**src/rtl/reg_pipe_pkg.sv**
```systemverilog
// Shared definitions for the valid/ready register pipeline.
package reg_pipe_pkg;

  // Bits needed to count 0..depth inclusive
  function automatic int occ_width(input int depth);
    return (depth < 32'sd1) ? 32'sd1 : $clog2(depth + 32'sd1);
  endfunction

endpackage

```
**src/rtl/reg_en_rst.sv**
```systemverilog
// Enabled register with asynchronous active-low reset and synchronous clear,
// both returning the contents to a parameterised value.
module reg_en_rst #(
  parameter int               WIDTH       = 1,
  parameter logic [WIDTH-1:0] RESET_VALUE = {WIDTH{1'b0}}
) (
  input  logic             clk,
  input  logic             reset_n,
  input  logic             srst,
  input  logic             en,
  input  logic [WIDTH-1:0] d,
  output logic [WIDTH-1:0] q
);

  // Storage element: reset and clear win over load, otherwise hold
  always_ff @(posedge clk or negedge reset_n) begin
    if (!reset_n) begin
      q <= RESET_VALUE;
    end else if (srst) begin
      q <= RESET_VALUE;
    end else if (en) begin
      q <= d;
    end else begin
      q <= q;
    end
  end

endmodule

```
**src/rtl/reg_pipe_vr.sv**
```systemverilog
// Multi-stage valid/ready pipeline register with bubble collapsing,
// synchronous flush and a registered occupancy count.
module reg_pipe_vr
  import reg_pipe_pkg::*;
#(
  parameter int               WIDTH       = 8,
  parameter int               DEPTH       = 3,
  parameter logic [WIDTH-1:0] RESET_VALUE = {WIDTH{1'b0}}
) (
  input  logic                         clk,
  input  logic                         reset_n,
  input  logic                         flush,
  input  logic                         in_val,
  output logic                         in_rdy,
  input  logic [WIDTH-1:0]             in_msg,
  output logic                         out_val,
  input  logic                         out_rdy,
  output logic [WIDTH-1:0]             out_msg,
  output logic [occ_width(DEPTH)-1:0]  occupancy
);

  localparam int            OW      = occ_width(DEPTH);
  localparam logic [OW-1:0] OCC_ONE = OW'(1'b1);

  logic [DEPTH-1:0] val_r;
  logic [WIDTH-1:0] msg_r [DEPTH];
  logic [DEPTH-1:0] val_d_s;
  // acc_s[i]: stage i can take a message; acc_s[DEPTH] is the consumer side.
  // xfer_s[i]: a message enters stage i; xfer_s[DEPTH] is the output transfer.
  logic [DEPTH:0]   acc_s;
  logic [DEPTH:0]   xfer_s;
  logic [OW-1:0]    occ_r;
  logic [OW-1:0]    occ_nxt_s;

  // Advance chain, resolved from the output stage back to the input
  always_comb begin
    acc_s        = {(DEPTH + 1){1'b0}};
    xfer_s       = {(DEPTH + 1){1'b0}};
    val_d_s      = {DEPTH{1'b0}};
    acc_s[DEPTH] = out_rdy & ~flush;
    for (int i = DEPTH - 1; i >= 0; i--) begin
      xfer_s[i+1] = val_r[i] & acc_s[i+1] & ~flush;
      acc_s[i]    = ~val_r[i] | xfer_s[i+1];
    end
    xfer_s[0] = in_val & acc_s[0] & ~flush;
    for (int i = 0; i < DEPTH; i++) begin
      val_d_s[i] = xfer_s[i] | (val_r[i] & ~xfer_s[i+1]);
    end
  end

  for (genvar i = 0; i < DEPTH; i++) begin : g_stage
    logic [WIDTH-1:0] msg_d_s;
    if (i == 0) begin : g_head
      assign msg_d_s = in_msg;
    end else begin : g_body
      assign msg_d_s = msg_r[i-1];
    end

    // Message payload keeps its contents across a flush
    reg_en_rst #(
      .WIDTH       (WIDTH),
      .RESET_VALUE (RESET_VALUE)
    ) u_msg (
      .clk     (clk),
      .reset_n (reset_n),
      .srst    (1'b0),
      .en      (xfer_s[i]),
      .d       (msg_d_s),
      .q       (msg_r[i])
    );

    reg_en_rst #(
      .WIDTH       (1),
      .RESET_VALUE (1'b0)
    ) u_val (
      .clk     (clk),
      .reset_n (reset_n),
      .srst    (flush),
      .en      (1'b1),
      .d       (val_d_s[i]),
      .q       (val_r[i])
    );
  end

  // Occupancy follows accepted minus delivered messages
  always_comb begin
    occ_nxt_s = occ_r;
    case ({xfer_s[0], xfer_s[DEPTH]})
      2'b10:   occ_nxt_s = occ_r + OCC_ONE;
      2'b01:   occ_nxt_s = occ_r - OCC_ONE;
      default: occ_nxt_s = occ_r;
    endcase
  end

  // Occupancy register, cleared by reset or flush
  always_ff @(posedge clk or negedge reset_n) begin
    if (!reset_n) begin
      occ_r <= {OW{1'b0}};
    end else if (flush) begin
      occ_r <= {OW{1'b0}};
    end else begin
      occ_r <= occ_nxt_s;
    end
  end

  assign in_rdy    = acc_s[0] & ~flush;
  assign out_val   = val_r[DEPTH-1] & ~flush;
  assign out_msg   = msg_r[DEPTH-1];
  assign occupancy = occ_r;

endmodule

```
**config.mk**
```make
export PLATFORM = sky130hd
export DESIGN_NAME = reg_pipe_vr
export DESIGN_NICKNAME = d
export VERILOG_FILES = /design/src/rtl/reg_pipe_pkg.sv /design/src/rtl/reg_en_rst.sv /design/src/rtl/reg_pipe_vr.sv
export SDC_FILE = /design/constraint.sdc
export NUM_CORES = 1
export LEC_CHECK = 0
export ABC_AREA = 1
export CAP_MARGIN = 0
export CORE_MARGIN = 2
export CORE_UTILIZATION = 44
export CTS_BUF_LIST = sky130_fd_sc_hd__clkbuf_16
export DETAILED_ROUTE_END_ITERATION = 8
export GPL_ROUTABILITY_DRIVEN = 1
export PLACE_DENSITY = 0.79
export SLEW_MARGIN = 10
export SYNTH_ARGS = -nofsm -noshare
export SYNTH_HDL_FRONTEND = slang
export SYNTH_SLANG_ARGS = --single-unit
```
**constraint.sdc**
```tcl
create_clock -name clk -period 1.35 [get_ports clk]
set_clock_uncertainty 0.1 [all_clocks]
set_input_delay 0.27 -clock clk [delete_from_list [all_inputs] [get_ports clk]]
set_output_delay 0.27 -clock clk [all_outputs]
set_load 0.02 [all_outputs]
```
==> out/summary.txt <==
post-synth top area cell: dfrtp_1
worst setup margin: -0.176 ns
Die Ht: 56.6 um
Worst path max stage delay: 0.37 ns
DRC viols: 0
Vias/cell: 5.31
worst-path maximum fanout: 2
CTS tree: done
critical path, cell by cell: inv_2 > nor2_4 > nand2_4 > a21oi_4 > buf_6
Hold Crit Class: input port to asynchronous set/reset pin
Antenna Violating Nets Remaining: 0
failing checks: setup timing
DIE AREA: 3200 sq um
Hold Buf Count CTS: 0
post-synthesis cell area: 1220 sq um
Routed Wire Length: 3.16 mm
delay-heaviest family, CP: flip-flops
Synthesized Nets: 140
Clock Pin Slew Worst Setup and Hold Paths: 0.05 ns
overall power: 3090 uW
max-slew violations: 0
Port Buffers: 24
top cells by area, synth: dfrtp_1, nand2_1, a21oi_1
Core ar.: 2690 sq um
Worst setup SP type: flip-flop
Ports: 25
register area share after synthesis: 59.6%
#FFs+latches synth: 29
Worst-Skew Late Latency: 0.27 ns
final hold viol count: 0
DP Area: 1610 sq um
Fin Setup TNS: -1.10 ns
CTS Root Cell: clkbuf_16
Synth Instances: 127
Synth Flop Type: dfrtp_1
max cap viols: 0
worst-path cell with the longest stage delay: dfrtp_2
TritonRoute pass-1 iters: 4
Rows: 19
worst slack at placement: -0.849 ns
CTS buffer count: 5
Post-Place Cells: 192
most common cell in the netlist: nand2_1
design area: 1930 sq um
WL/cell: 15.7 um
global-route wire length before repair: 5.21 mm
Buf/Inv on CP: 2
initial antenna violation count: 0
Layout Nets: 183
worst path required time: 0.98 ns
Die X: 56.6 um
Initial Util: 45.3%
endpoints failing setup: 13
Synth top area share: 59.6%
Worst IR Drop VDD: 1.34 mV
largest net degree at the start of global routing: 30
status: finished, violations left
routed vias: 1073
DR iter-0 viols: 32
pwr/cell area: 1610 nW/um^2
fin crit share: 113%
Avg Synthesized Cell Area: 9.59 sq um
CP Capture Type: output port
Non-Filler Instances: 202
diode count: 0
Synth warnings: 0
critical path class: flip-flop to output port
fmax: 0.655 GHz
share of cells above drive strength 1: 34.5%
crit path time final: 1.53 ns
Leak Pwr: 0.000935 uW
Max H-tree Level: 2
number of synthesized flops with an enable pin: 0
vias in the first global route: 1105
Worst Path Arrival: 1.16 ns
clock sink count: 29
CTS max path bufs: 2
Commonest cells post-synth: nand2_1, dfrtp_1, inv_1
asr flop ratio synth: 100%
Area growth, synth to finish: 58.2%
gr ovfl total: 0
Rel. slew slack: 85.8%
aggregate global-route resource usage: 22.5%
HPWL Detailed: 1.88 mm
Final Wtd Congestion: 0.786
RSZ-0062 raised after global routing: true
synth unique cells: 19
Worst-Margin Slew: 0.212 ns
## layout make-up
class                           count  area, sq um
Timing Repair Buffer               40          424
Inverter                           14         55.1
Multi-Input combinational cell     80          544
Tap cell                           31         38.8
Clock buffer                        5          125
Sequential cell                    29          727
Fill cell                         178          761
Clock inverter                      3         11.3
## per-stage QoR
step | util [%] | hold WS [ns]
6_report | 71.7 | 0.261
4_1_cts | 69.5 | 0.266
5_1_grt | 71.7 | 0.280
3_5_place_dp | 60.1 | 0.370
3_3_place_gp | 60.1 | 0.362
2_1_floorplan | - | -0.126
## metal layers
layer / track usage [%] / up-vias / wire length [um]
met5: 0 / - / 0
met4: 9.52 / 0 / 112
met3: 7.60 / 12 / 146
met2: 38.0 / 48 / 1650
met1: 26.0 / 523 / 1260
li1: - / 490 / -
## placed cells by master (no fill, tap or decap), types with 3 or more instances in the layout
cell type and instances:
a21oi_1 8, clkdlybuf4s50_1 10, dlygate4sd2_1 4, nor2_1 6, inv_1 14, nand2_4 6
clkdlybuf4s15_1 7, nand4_1 3, dfrtp_1 28, nor2_4 4, nand2_1 16, nand2_2 11
buf_12 3, buf_6 4, clkbuf_16 5, o21ai_0 7, buf_4 10, nand3_1 7
## final timing paths
path / slack [ns] / to / cells after the start / start
max in group asynchronous: 0.72 / g_stage[0].u_val.q / 2 / reset_n
hold reg to reg: 0.38 / g_stage[2].u_msg.q[3] / 2 / g_stage[2].u_msg.q[3]
min in group clk: 0.38 / g_stage[2].u_msg.q[3] / 2 / g_stage[2].u_msg.q[3]
setup / recovery: -0.18 / in_rdy / 5 / g_stage[0].u_val.q
hold / removal: 0.26 / g_stage[0].u_msg.q[5] / 2 / reset_n
setup reg to reg: -0.14 / g_stage[0].u_msg.q[1] / 9 / g_stage[0].u_val.q
## report_power, final
part | internal [uW] | total (uW) | switching [uW]
sequential | 1100 | 1230 | 128
combinational | 377 | 852 | 475
clock | 659 | 1010 | 349
## registers in the layout, indices dropped and copies added (netlist names)
| register | flops |
|---|---|
| g_stage.u_val.q | 3 |
| occupancy | 2 |
| g_stage.u_msg.q | 24 |
## cells by family after synthesis
| group | count (synthesis) | synth area share, % |
|---|---|---|
| buf+inv | 18 | 6.47 |
| simple gates | 57 | 22.5 |
| flops | 29 | 59.6 |
| mux | 2 | 1.85 |
| compound gates | 20 | 8.84 |
| xor+xnor | 1 | 0.720 |
## timing repair
action | in CTS | in global routing
pin swaps | 12 | 1
cloned | 1 | 0
endpoints found under the setup margin | 41 | 36
gates resized for setup | 52 | 20
setup buffers | 1 | 0
Note: power is estimated with default switching activity, not from simulation.
